[src/rtl/ham_pkg.sv]
// Shared definitions for the Hamming(7,4) transmitter.
// Holds the codeword/nibble types, bit-position constants for the parity and
// data fields of the codeword, and the transmitter state encoding.
package ham_pkg;

    localparam int CW_BITS = 7;

    typedef logic [CW_BITS-1:0] codeword_t;
    typedef logic [3:0]         nibble_t;

    // Parity bits sit at the power-of-two positions (1-based 1, 2, 4).
    localparam int P0_POS = 0;
    localparam int P1_POS = 1;
    localparam int P2_POS = 3;

    // Data bits fill the remaining positions in ascending order.
    localparam int D0_POS = 2;
    localparam int D1_POS = 4;
    localparam int D2_POS = 5;
    localparam int D3_POS = 6;

    typedef enum logic {
        ST_IDLE  = 1'b0,
        ST_SHIFT = 1'b1
    } tx_state_e;

endpackage

[src/rtl/ham_encode.sv]
// Combinational Hamming(7,4) encoder.
// Ports:
//   data_i : nibble d[3:0] to encode
//   cw_o   : clean codeword e[6:0] (syndrome 3'b000)
module ham_encode
    import ham_pkg::*;
(
    input  nibble_t   data_i,
    output codeword_t cw_o
);

    always_comb begin
        cw_o         = '0;
        cw_o[D0_POS] = data_i[0];
        cw_o[D1_POS] = data_i[1];
        cw_o[D2_POS] = data_i[2];
        cw_o[D3_POS] = data_i[3];
        cw_o[P0_POS] = data_i[3] ^ data_i[1] ^ data_i[0];
        cw_o[P1_POS] = data_i[3] ^ data_i[2] ^ data_i[0];
        cw_o[P2_POS] = data_i[3] ^ data_i[2] ^ data_i[1];
    end

endmodule

[src/rtl/ham_encoder_tx.sv]
// Hamming(7,4) encoder with error injection and a serial transmitter.
// A nibble is accepted when in_valid && in_ready; its codeword (XORed with
// err_mask) is presented in parallel on cw_out and shifted out serially, each
// bit held CLKS_PER_BIT cycles, in LSB-first or MSB-first order.
// Ports:
//   clk, rst           : clock, synchronous active-high reset
//   in_valid/in_ready  : input handshake for data_in / err_mask
//   data_in, err_mask  : nibble and codeword error-injection mask
//   cw_out, cw_valid   : registered transmitted codeword, one-cycle update pulse
//   ser_out, ser_valid : serial bit and its qualifier
//   ser_last           : high during the 7th serial bit
//   busy               : frame in progress
module ham_encoder_tx
    import ham_pkg::*;
#(
    parameter int CLKS_PER_BIT = 1,
    parameter bit LSB_FIRST    = 1'b1
) (
    input  logic       clk,
    input  logic       rst,
    input  logic       in_valid,
    output logic       in_ready,
    input  logic [3:0] data_in,
    input  logic [6:0] err_mask,
    output logic [6:0] cw_out,
    output logic       cw_valid,
    output logic       ser_out,
    output logic       ser_valid,
    output logic       ser_last,
    output logic       busy
);

    localparam logic [7:0] HOLD_MAX = 8'(CLKS_PER_BIT - 1);
    localparam logic [2:0] LAST_IDX = 3'(CW_BITS - 1);

    tx_state_e state_q;
    codeword_t cw_q;
    codeword_t shreg_q;
    codeword_t shreg_d;
    logic      cw_valid_q;
    logic      ser_out_q;
    logic      ser_valid_q;
    logic      ser_last_q;
    logic [2:0] bit_idx_q;
    logic [7:0] hold_q;

    codeword_t clean_cw;
    codeword_t tx_word;
    logic      accept;
    logic      first_bit;
    logic      next_bit;

    ham_encode u_encode (
        .data_i (data_in),
        .cw_o   (clean_cw)
    );

    assign tx_word  = clean_cw ^ err_mask;
    assign in_ready = (state_q == ST_IDLE) && !rst;
    assign accept   = in_valid && in_ready;

    // The shift register always presents the bit after the one on ser_out
    // at a fixed position, so the next bit is a constant tap.
    always_comb begin
        shreg_d   = shreg_q;
        first_bit = 1'b0;
        next_bit  = 1'b0;
        if (LSB_FIRST) begin
            shreg_d   = {1'b0, shreg_q[CW_BITS-1:1]};
            first_bit = tx_word[0];
            next_bit  = shreg_q[1];
        end else begin
            shreg_d   = {shreg_q[CW_BITS-2:0], 1'b0};
            first_bit = tx_word[CW_BITS-1];
            next_bit  = shreg_q[CW_BITS-2];
        end
    end

    always_ff @(posedge clk) begin
        if (rst) begin
            state_q     <= ST_IDLE;
            cw_q        <= '0;
            shreg_q     <= '0;
            cw_valid_q  <= 1'b0;
            ser_out_q   <= 1'b0;
            ser_valid_q <= 1'b0;
            ser_last_q  <= 1'b0;
            bit_idx_q   <= '0;
            hold_q      <= '0;
        end else begin
            cw_valid_q <= 1'b0;
            case (state_q)
                ST_IDLE: begin
                    if (accept) begin
                        state_q     <= ST_SHIFT;
                        cw_q        <= tx_word;
                        shreg_q     <= tx_word;
                        cw_valid_q  <= 1'b1;
                        ser_out_q   <= first_bit;
                        ser_valid_q <= 1'b1;
                        ser_last_q  <= 1'b0;
                        bit_idx_q   <= '0;
                        hold_q      <= '0;
                    end
                end
                ST_SHIFT: begin
                    if (hold_q == HOLD_MAX) begin
                        hold_q <= '0;
                        if (bit_idx_q == LAST_IDX) begin
                            state_q     <= ST_IDLE;
                            ser_out_q   <= 1'b0;
                            ser_valid_q <= 1'b0;
                            ser_last_q  <= 1'b0;
                            bit_idx_q   <= '0;
                        end else begin
                            bit_idx_q  <= bit_idx_q + 3'd1;
                            shreg_q    <= shreg_d;
                            ser_out_q  <= next_bit;
                            // Moving onto the final bit.
                            ser_last_q <= (bit_idx_q == LAST_IDX - 3'd1);
                        end
                    end else begin
                        hold_q <= hold_q + 8'd1;
                    end
                end
                default: state_q <= ST_IDLE;
            endcase
        end
    end

    assign cw_out    = cw_q;
    assign cw_valid  = cw_valid_q;
    assign ser_out   = ser_out_q;
    assign ser_valid = ser_valid_q;
    assign ser_last  = ser_last_q;
    assign busy      = (state_q == ST_SHIFT);

endmodule

[config.mk]
export PLATFORM = sky130hd
export DESIGN_NAME = ham_encoder_tx
export DESIGN_NICKNAME = d
export VERILOG_FILES = /design/src/rtl/ham_pkg.sv /design/src/rtl/ham_encode.sv /design/src/rtl/ham_encoder_tx.sv
export SDC_FILE = /design/constraint.sdc
export NUM_CORES = 1
export LEC_CHECK = 0
export ABC_AREA = 1
export BUFFER_PORTS_ARGS = -buffer_cell sky130_fd_sc_hd__buf_2
export CELL_PAD_IN_SITES_DETAIL_PLACEMENT = 1
export CELL_PAD_IN_SITES_GLOBAL_PLACEMENT = 1
export CORE_UTILIZATION = 35
export DETAILED_ROUTE_END_ITERATION = 8
export PLACE_DENSITY = 0.74
export SETUP_SLACK_MARGIN = 0.15
export SLEW_MARGIN = 20
export SYNTH_ARGS = -nofsm -noshare
export SYNTH_HDL_FRONTEND = slang
export SYNTH_SLANG_ARGS = --single-unit
[constraint.sdc]
create_clock -name clk -period 1.4 [get_ports clk]
set_clock_uncertainty 0.05 [all_clocks]
set_input_delay 0.07 -clock clk [delete_from_list [all_inputs] [get_ports clk]]
set_output_delay 0.07 -clock clk [all_outputs]
set_load 0.01 [all_outputs]
==> reports/metrics.yaml <==
drt:
  antenna_left: 0
  drcViolationCount: 0
  avgRoutedWirePerCell_um: 13.8
  vias: 1758
  drtIter0Drc: 41
  wl_um: 4820
  dr.pass1.iters: 4
  vias_per_cell: 5.02
synth:
  ys_ff_latch: 29
  postSynthAreaPerCell_um2: 6.35
  ys_seq_area_share_pct: 36.0
  yosysTopAreaCell: "dfxtp_1"
  netlist.area_leader.share_pct: 36.0
  ys_warn_count: 0
  synthCells: 254
  netlist_top_cells_area: "dfxtp_1 (36%), nand2_1 (17%), nor2_1 (7.9%)"
  netlist_area_mm2: 0.00161
  yosysUniqueCellTypes: 22
  synthesis.nets: 270
placement:
  io_buffers: 26
  gp_congestion: 0.763
  hpwl_um: 3470
sta:
  slew_headroom_pct: 84.2
  timing.fmax_ghz: 0.760
  rsz0062_at_grt: "yes"
  fin_crit_ns: 1.32
  tightest_slew_ns: 0.236
  timing.final.crit_share_pct: 93.9
  setup_viol: 0
  report.final.slew_viol_count: 0
  hold_violations: 0
cts:
  clock_sinks: 29
  path_clk_slew_ns: 0.06
  cts_tree: "done"
  cts-hold-fix-buffers: 0
  clock_path_buffers: 2
  cts_root_buf: "clkbuf_8"
  worstSkewPairLatency_ns: 0.28
  htreeDepth: 2
  cts-buffers-inserted: 5
hold_path:
  hp-class: "in2reg"
outcome:
  status: "complete, no violations"
layout:
  fin_nets: 314
  area_growth_pct: 34.0
  layout_commonest_cell: "nand2_1"
  postLayoutCoreUtil_pct: 49.3
  drive_above_1_share_pct: 32.2
  antennaDiodeCount: 0
  final_cell_mix: "nand2_1 (62), buf_2 (26), nor2_1 (25)"
floorplan:
  initial_core_util_pct: 36.8
  ioPinCount: 27
  num_rows: 24
  die_width_um: 69.9
  core_area_mm2: 0.00438
  die_area_mm2: 0.00489
  die_h_um: 69.9
pwr:
  power.total_w: 0.00200
  p_leak_nw: 1.01
  ir_drop_mv: 0.512
  powerDensity_mw_per_mm2: 925
worst_setup_path:
  cp-start-kind: "register"
  cp.arrival_ns: 1.44
  path_class: "reg2reg"
  crit_path_end_kind: "register"
  critPathMaxFanout: 7
  required_ns: 1.52
global_route:
  overflow: 0
  grt_pass1_wl_um: 8160
  grt_pass1_vias: 1770
  grtUsageTotal_pct: 21.2
  antenna_found_initial: 0
  grt_max_degree: 19
run:
  drv_cap: 0
-- path summary, 6_finish.rpt --
path,slack [ns],depth (start not counted),from,endpoint
setup / recovery,0.08,7,busy$_SDFF_PP0_,ser_out$_SDFFE_PP0P_
setup reg to reg,0.08,7,busy$_SDFF_PP0_,ser_out$_SDFFE_PP0P_
hold reg to reg,0.43,2,shreg_q[3]$_SDFFE_PP0P_,shreg_q[3]$_SDFFE_PP0P_
hold / removal,0.09,4,err_mask[6],cw_out[6]$_SDFFE_PP0P_
-- worst max-delay path, stage by stage (launching register included) --
cell,delay [ns]
dfxtp_1,0.34
nor2_2,0.15
nand2_4,0.12
buf_4,0.19
nand2_1,0.10
nand3_1,0.07
nor2_1,0.13
nor2_2,0.05
-- where the power goes --
| part | internal, W | leakage (nW) | switching (W) |
|---|---|---|---|
| Clock | 0.000389 | 0.0443 | 0.000310 |
| Combinational | 0.000150 | 0.729 | 0.000247 |
| Sequential | 0.000875 | 0.240 | 0.0000297 |
| Total | 0.00141 | 1.01 | 0.000586 |
-- synthesized netlist by cell type --
cell and n:
nand3_1 24, nand2_4 1, clkinv_1 1, o211ai_1 1, nand3b_1 5, inv_1 26
nand2_1 72, inv_2 2, nand2_2 3, a31oi_1 4, ha_1 2, clkbuf_1 3
dfxtp_1 29, nor2_2 1, nand4_1 1, buf_4 1, xnor2_1 4, o21ai_0 14
xor2_1 4, nor2_1 34, buf_2 5, a21oi_1 17
-- logic make-up after synthesis --
logic type	share of synthesized area, %
xor+xnor	4.34
fa+ha+maj	1.55
buf+inv	9.46
simple gates	37.1
flops	36.0
compound gates	11.6
-- registers in the layout, summed over array words and instances (netlist names) --
signal	cells
busy	1
hold_q	8
cw_out	7
bit_idx_q	3
ser_last	1
shreg_q	6
ser_valid	1
cw_valid	1
ser_out	1
-- layout make-up --
class                      count  area (µm²)
timing repair buffer          45         280
tap                           52        65.1
fill                         587        2220
clock buffer                   7        86.3
timing repair inverter         1        5.00
sequential                    29         588
multi-input combinational    187        1020
inverter                      29         120
-- per-stage QoR --
stage	hold WS, ns	worst slack, ns	TNS (ns)	std cells	instance area [µm²]
after detailed placement	0.351	-0.0245	-0.0392	337	1890
after floorplan	0.124	0.154	0	254	1630
after global routing	0.106	-0.0113	-0.0113	350	2160
final	0.0909	0.0848	0	350	2160
after global placement	0.348	0.0312	0	337	1890
after CTS	0.0915	0.0857	0	347	2070
-- layer usage --
metal | part of all wire (%) | global-route usage, % | vias up | wire, µm
met5 | 0 | 0 | - | 0
li1 | - | - | 893 | -
met1 | 46 | 25.7 | 841 | 2230
met3 | 2.1 | 4.33 | 5 | 103
met2 | 51 | 37.5 | 19 | 2440
met4 | 0.93 | 6.00 | 0 | 45
-- what timing repair did --
item / in CTS / in global routing
pin swaps: 13 / 7
endpoints found under the hold margin: 0 / 0
resized for setup: 21 / 29
setup buffers: 3 / 2
endpoints found under the setup margin: 20 / 28
cloned: 0 / 1
No activity file was read; power rests on OpenSTA's default activity.
